`src/rtl/conv_mac_engine_if.sv`:
```
// Bus bundle for conv_mac_engine: input beat channel, output result channel.
//
// Handshake rules (both channels): a transfer happens on a rising clk edge
// where valid && ready. The producer holds valid and its payload stable
// until that transfer. The consumer's ready may depend combinationally on
// the other channel (in_ready looks at out_ready), but a producer's valid
// never depends on its own ready.
interface conv_mac_engine_if #(
   parameter int DW    = 8,
   parameter int LANES = 3,
   parameter int ACCW  = 20
);
   logic                  signed_mode;
   logic                  in_valid;
   logic                  in_ready;
   logic [LANES*DW-1:0]   data;
   logic [LANES*DW-1:0]   weight;
   logic                  out_valid;
   logic                  out_ready;
   logic [ACCW-1:0]       result;

   // Driver / upstream side
   modport master (
      output signed_mode, in_valid, data, weight, out_ready,
      input  in_ready, out_valid, result
   );

   // Engine side
   modport slave (
      input  signed_mode, in_valid, data, weight, out_ready,
      output in_ready, out_valid, result
   );
endinterface

```
`src/rtl/conv_mac_engine.sv`:
```
// Multiply-accumulate engine for the convolution datapath. Each accepted beat
// carries LANES data/weight pairs; their products are summed and accumulated
// over BEATS beats, and the window total is presented on the output channel.
// Operand signedness is chosen on beat 0 and held for the whole window.
module conv_mac_engine #(
   parameter int DW    = 8,
   parameter int LANES = 3,
   parameter int BEATS = 3,
   parameter int ACCW  = 20,
   localparam int CW   = (BEATS > 1) ? $clog2(BEATS) : 1
) (
   input  logic                   clk,
   input  logic                   rst,
   conv_mac_engine_if.slave       bus,
   output logic [CW-1:0]          o_dbg_beat_cnt
);

   localparam logic [CW-1:0] LAST_BEAT = CW'(BEATS - 1);

   logic [CW-1:0]    r_beat_cnt;
   logic [ACCW-1:0]  r_acc;
   logic             r_mode;
   logic [ACCW-1:0]  r_result;
   logic             r_out_valid;

   logic             w_first;
   logic             w_last;
   logic             w_mode;
   logic             w_in_ready;
   logic             w_accept;
   logic [ACCW-1:0]  w_lane_ext [LANES];
   logic [ACCW-1:0]  w_beat_sum;

   assign w_first = (r_beat_cnt == '0);
   assign w_last  = (r_beat_cnt == LAST_BEAT);

   // Beat 0 uses the live mode bit; later beats use the value latched on beat 0.
   assign w_mode = w_first ? bus.signed_mode : r_mode;

   // Only the window-completing beat can stall, and only while the previous
   // result is still waiting for the downstream.
   assign w_in_ready = !(w_last && r_out_valid && !bus.out_ready);
   assign w_accept   = bus.in_valid && w_in_ready;

   // Per-lane product: operands widened to 2*DW (sign- or zero-extended), so
   // the low 2*DW bits of the product are exact; then extended to ACCW.
   for (genvar gi = 0; gi < LANES; gi++) begin : g_lane
      logic [DW-1:0]   w_d;
      logic [DW-1:0]   w_w;
      logic [2*DW-1:0] w_d_x;
      logic [2*DW-1:0] w_w_x;
      logic [2*DW-1:0] w_prod;

      assign w_d    = bus.data[gi*DW +: DW];
      assign w_w    = bus.weight[gi*DW +: DW];
      assign w_d_x  = w_mode ? {{DW{w_d[DW-1]}}, w_d} : {{DW{1'b0}}, w_d};
      assign w_w_x  = w_mode ? {{DW{w_w[DW-1]}}, w_w} : {{DW{1'b0}}, w_w};
      assign w_prod = w_d_x * w_w_x;
      assign w_lane_ext[gi] = w_mode ? {{(ACCW-2*DW){w_prod[2*DW-1]}}, w_prod}
                                     : {{(ACCW-2*DW){1'b0}}, w_prod};
   end

   // Sum of all lane products for the current beat.
   always_comb begin
      w_beat_sum = '0;
      for (int i = 0; i < LANES; i++) begin
         w_beat_sum = w_beat_sum + w_lane_ext[i];
      end
   end

   // Beat counter, mode latch, accumulator and output register.
   always_ff @(posedge clk) begin
      if (rst) begin
         r_beat_cnt  <= '0;
         r_acc       <= '0;
         r_mode      <= 1'b0;
         r_result    <= '0;
         r_out_valid <= 1'b0;
      end else begin
         // Result consumed; a completing beat below overrides this.
         if (r_out_valid && bus.out_ready) begin
            r_out_valid <= 1'b0;
         end
         if (w_accept) begin
            if (w_first) begin
               r_mode <= bus.signed_mode;
            end
            if (w_last) begin
               r_beat_cnt  <= '0;
               r_acc       <= '0;
               r_result    <= r_acc + w_beat_sum;
               r_out_valid <= 1'b1;
            end else begin
               r_beat_cnt <= r_beat_cnt + CW'(1);
               r_acc      <= w_first ? w_beat_sum : (r_acc + w_beat_sum);
            end
         end
      end
   end

   assign bus.in_ready   = w_in_ready;
   assign bus.out_valid  = r_out_valid;
   assign bus.result     = r_result;
   assign o_dbg_beat_cnt = r_beat_cnt;

endmodule

```
`src/flat_wrapper.sv`:
```
// flat-port wrapper written by rule: the top's interface ports become plain ports
module conv_mac_engine_flat 
#(
   parameter int DW    = 8,
   parameter int LANES = 3,
   parameter int BEATS = 3,
   parameter int ACCW  = 20,
   localparam int CW   = (BEATS > 1) ? $clog2(BEATS) : 1
)
  (clk, rst, o_dbg_beat_cnt, bus_signed_mode, bus_in_valid, bus_data, bus_weight, bus_out_ready, bus_in_ready, bus_out_valid, bus_result);
  conv_mac_engine_if #(.DW(DW), .LANES(LANES), .ACCW(ACCW)) bus_i ();
  input  logic clk;
  input  logic rst;
  output logic [CW-1:0] o_dbg_beat_cnt;
  input wire logic [$bits(bus_i.signed_mode)-1:0] bus_signed_mode;
  input wire logic [$bits(bus_i.in_valid)-1:0] bus_in_valid;
  input wire logic [$bits(bus_i.data)-1:0] bus_data;
  input wire logic [$bits(bus_i.weight)-1:0] bus_weight;
  input wire logic [$bits(bus_i.out_ready)-1:0] bus_out_ready;
  output wire logic [$bits(bus_i.in_ready)-1:0] bus_in_ready;
  output wire logic [$bits(bus_i.out_valid)-1:0] bus_out_valid;
  output wire logic [$bits(bus_i.result)-1:0] bus_result;
  assign bus_i.signed_mode = bus_signed_mode;
  assign bus_i.in_valid = bus_in_valid;
  assign bus_i.data = bus_data;
  assign bus_i.weight = bus_weight;
  assign bus_i.out_ready = bus_out_ready;
  assign bus_in_ready = bus_i.in_ready;
  assign bus_out_valid = bus_i.out_valid;
  assign bus_result = bus_i.result;
  conv_mac_engine #(.DW(DW), .LANES(LANES), .BEATS(BEATS), .ACCW(ACCW)) u_core (.clk(clk), .rst(rst), .bus(bus_i), .o_dbg_beat_cnt(o_dbg_beat_cnt));
endmodule
```
`config.mk`:
```
export PLATFORM = sky130hd
export DESIGN_NAME = conv_mac_engine_flat
export DESIGN_NICKNAME = d
export VERILOG_FILES = /design/src/rtl/conv_mac_engine_if.sv /design/src/rtl/conv_mac_engine.sv /design/src/flat_wrapper.sv
export SDC_FILE = /design/constraint.sdc
export NUM_CORES = 1
export LEC_CHECK = 0
export CORE_MARGIN = 5
export CORE_UTILIZATION = 58
export CTS_CLUSTER_SIZE = 12
export DETAILED_ROUTE_END_ITERATION = 10
export HOLD_SLACK_MARGIN = 0.05
export PLACE_DENSITY = 0.92
export SETUP_SLACK_MARGIN = 0.2
export SLEW_MARGIN = 30
export SYNTH_ARGS = -nofsm -noshare
export SYNTH_HDL_FRONTEND = slang
export SYNTH_SLANG_ARGS = --single-unit
```
`constraint.sdc`:
```
create_clock -name clk -period 10.8 [get_ports clk]
set_input_delay 2.16 -clock clk [delete_from_list [all_inputs] [get_ports clk]]
set_output_delay 2.16 -clock clk [all_outputs]
set_load 0.005 [all_outputs]
```
==> reports/metrics.csv, run 1 <==
stage,metric,value,unit
floorplan,coreArea,25000,µm²
global_route,grt_pass1_wl,63200,µm
final_layout,fillCellCount,1504,
placed_design,dpl.hpwl,31000,µm
global_route,grt_pass1_vias,13700,
job,maxCapViolCount,0,
sta,layout_setup_ws,-0.438,ns
yosys,synth_seq_area_share,6.01,%
final_layout,layout_common_cells,"343 x inv_1, 230 x fa_1, 181 x ha_1, 161 x and2_1, 118 x buf_4",
outcome,outcome,finished with violations,
detailed_routing,drt-total-wl,46100,µm
setup_path,cp_data_required_time,11.00,ns
clock_tree,cts_root_buf,clkbuf_16,
clock_tree,cts_buffer_depth,2,
final_layout,layout_commonest_cell,inv_1,
placed_design,dp.cells,2160,
final_layout,fin_util,69.4,%
yosys,netlist_instances,1703,
yosys,synth_fp_nets,2183,
clock_tree,path_clk_slew,0.06,ns
global_route,grt.overflow.total,0,
sta,drv_slew,0,
yosys,ys_warn_count,0,
setup_path,crit_path_start_kind,input pin,
clock_tree,numCtsBuffers,5,
placed_design,io_buffers,76,
sta,grt_setup_unrepaired,true,
clock_tree,htreeDepth,2,
detailed_routing,route.detailed.drc,0,
floorplan,core.rowCount,58,
clock_tree,ctsHoldBuffers,0,
yosys,synth_ff_type,dfxtp_1,
detailed_routing,ant_nets,0,
yosys,synthArstFlopShare,0,%
setup_path,arrival,11.44,ns
final_layout,syn2layout_area_growth,18.6,%
yosys,synth-seq-cells,44,
global_route,track_usage,26.5,%
sta,hold_viol_final,0,
yosys,synth_area,14700,µm²
yosys,synth_edf_count,0,
setup_path,crit_family,adder cells,
hold_path,hold_path.class,reg -> reg,
clock_tree,cts_tree,yes,
setup_path,setup.worst_path.end_class,register,
global_route,antenna_found_initial,0,
floorplan,dieArea,28500,µm²
sta,finalSetupViolCount,15,
clock_tree,clk_latency,0.29,ns
global_route,grt_start_max_net_pins,48,
setup_path,critical_path_class,in -> reg,
sta,tightest_slew,0.839,ns
final_layout,fin_area,17400,µm²
setup_path,slowest_delay,0.69,ns
detailed_routing,routedWlPerCell,21.0,µm
final_layout,layout-drive-gt1-share,12.7,%
detailed_routing,via_per_inst,6.22,
clock_tree,cts.sinks,44,
sta,timing.final.crit_share,104,%
detailed_routing,drt_iter0_drc,1655,
placed_design,placed_cell_area,16400,µm²
floorplan,chipHeight,169,µm
final_layout,instances_no_fill,2193,
setup_path,critPathMaxFanout,7,
setup_path,crit_slowest_cell,clkdlybuf4s50_1,
floorplan,start_util,58.5,%
detailed_routing,vias,13600,
sta,max_freq,89.0,MHz
sta,fin_skew,0.00422,ns
detailed_routing,firstDrtPassIters,10,
floorplan,die_w,169,µm
sta,relSlewSlack,43.9,%
final_layout,nNetsFinal,2341,
placed_design,gp_congestion,0.960,
floorplan,io_pins,77,
outcome,failed_checks,setup timing,
yosys,synth_cell_types,68,
sta,fin_crit,11.24,ns
setup_path,path_buf_inv,7,
yosys,avgSynthCellArea,8.61,µm²
[per-stage QoR]
stage | worst slack (ns) | hold WS, ns | TNS, ns
after floorplan | 0.251 | 0.436 | 0
after global placement | 0.0733 | 0.441 | 0
after detailed placement | -0.373 | 0.448 | -2.22
after CTS | 0.201 | 0.456 | 0
after global routing | -0.544 | 0.482 | -5.92
final | -0.438 | 0.455 | -4.45
[worst register-to-register path, delay by kind of cell, from the launching register on]
kind                       cells  cell delay (ns)
and+or+nand+nor                7             0.87
xor gates and xnor gates       3             1.11
buffers and inverters         11             1.33
adders and majority gates     10             4.40
DFF                            1             0.35
AOI/OAI and AO/OA              8             1.54
[cells in the mapped netlist (4+ instances only)]
library cell / number / area [µm²]
inv_1: 353 / 1330
fa_1: 232 / 4640
ha_1: 195 / 2440
and2_1: 161 / 1010
nand2_1: 106 / 398
nor2_1: 85 / 319
xnor2_1: 80 / 701
a21oi_1: 52 / 260
clkbuf_1: 46 / 173
dfxtp_1: 44 / 881
xor2_1: 41 / 359
nand3_1: 33 / 165
o21ai_0: 25 / 125
a21o_1: 22 / 165
and3_1: 21 / 131
o21a_1: 21 / 158
nor3_1: 17 / 85.1
nand2b_1: 14 / 87.6
nor2b_1: 14 / 87.6
a211oi_1: 12 / 90.1
a22oi_1: 11 / 82.6
a31oi_1: 8 / 50.1
or2_2: 8 / 50.1
a22o_1: 7 / 61.3
o21ai_1: 6 / 30.0
o21bai_1: 6 / 45.0
a222oi_1: 4 / 40.0
a31o_2: 4 / 35.0
mux2i_1: 4 / 40.0
nand3b_1: 4 / 30.0
o31a_1: 4 / 35.0
o31ai_1: 4 / 30.0
o41ai_1: 4 / 35.0
or3_1: 4 / 25.0
[timing repair]
action / in CTS / in global routing
endpoints found under the hold margin: 0 / 0
buffers inserted: 7 / 15
resized for setup: 25 / 92
cloned: 0 / 2
pin swaps: 18 / 60
endpoints found under the setup margin: 11 / 14
[metal layers]
metal,vias up,global-route usage [%],part of all wire [%]
li1,5691,-,-
met3,378,3.55,10
met2,1094,47.1,48
met4,0,12.8,8.1
met5,-,0,0
met1,6472,31.5,34
[state kept, by name (all words and copies together) (netlist names)]
name,count
u_core.bus.result,20
u_core.r_acc,20
u_core.o_dbg_beat_cnt,2
u_core.bus.out_valid,1
u_core.r_mode,1
[cell type report]
| cell class | instances | area [µm²] | area share (%) |
|---|---|---|---|
| multi-input combinational | 1254 | 12800 | 73.5 |
| timing repair buffer | 202 | 1810 | 10.4 |
| inverter | 354 | 1330 | 7.66 |
| sequential | 44 | 881 | 5.07 |
| tap | 330 | 413 | 2.38 |
| clock buffer | 6 | 129 | 0.742 |
| clock inverter | 2 | 35.0 | 0.202 |
| antenna | 1 | 2.50 | 0.0144 |
[path summary, 6_finish.rpt]
path,slack (ns),start,depth (start not counted),to
min reg2reg,0.46,u_core.bus.result[3],2,u_core.bus.result[3]
min,0.46,u_core.bus.result[3],2,u_core.bus.result[3]
max,-0.44,bus_weight[19],34,u_core.r_acc[16]
max reg2reg,1.13,u_core.o_dbg_beat_cnt[0],39,u_core.r_acc[16]
[logic make-up (layout without fill, tap and decap cells)]
| logic type | Yosys count | count (layout) | share of synthesized area, % |
|---|---|---|---|
| and+or+nand+nor | 476 | 476 | 16.8 |
| DFF | 44 | 44 | 6.01 |
| adders and majority gates | 427 | 427 | 48.3 |
| muxes | 4 | 4 | 0.273 |
| other | 0 | 1 | 0 |
| AOI/OAI and AO/OA | 225 | 225 | 10.8 |
| buffers and inverters | 405 | 564 | 10.4 |
| xor gates and xnor gates | 122 | 122 | 7.38 |
Power of run 1 is left out: the tool's default activity adds up to more than one toggle a clock period on the data nets, which glitch-free logic cannot reach.
==> run 2: changes to the inputs <==
- CAP_MARGIN: unset -> 20
==> results of run 2 <==
No change in the layout: final DEF, timing and power equal those of run 1.
Power of run 2 is left out for the same reason.
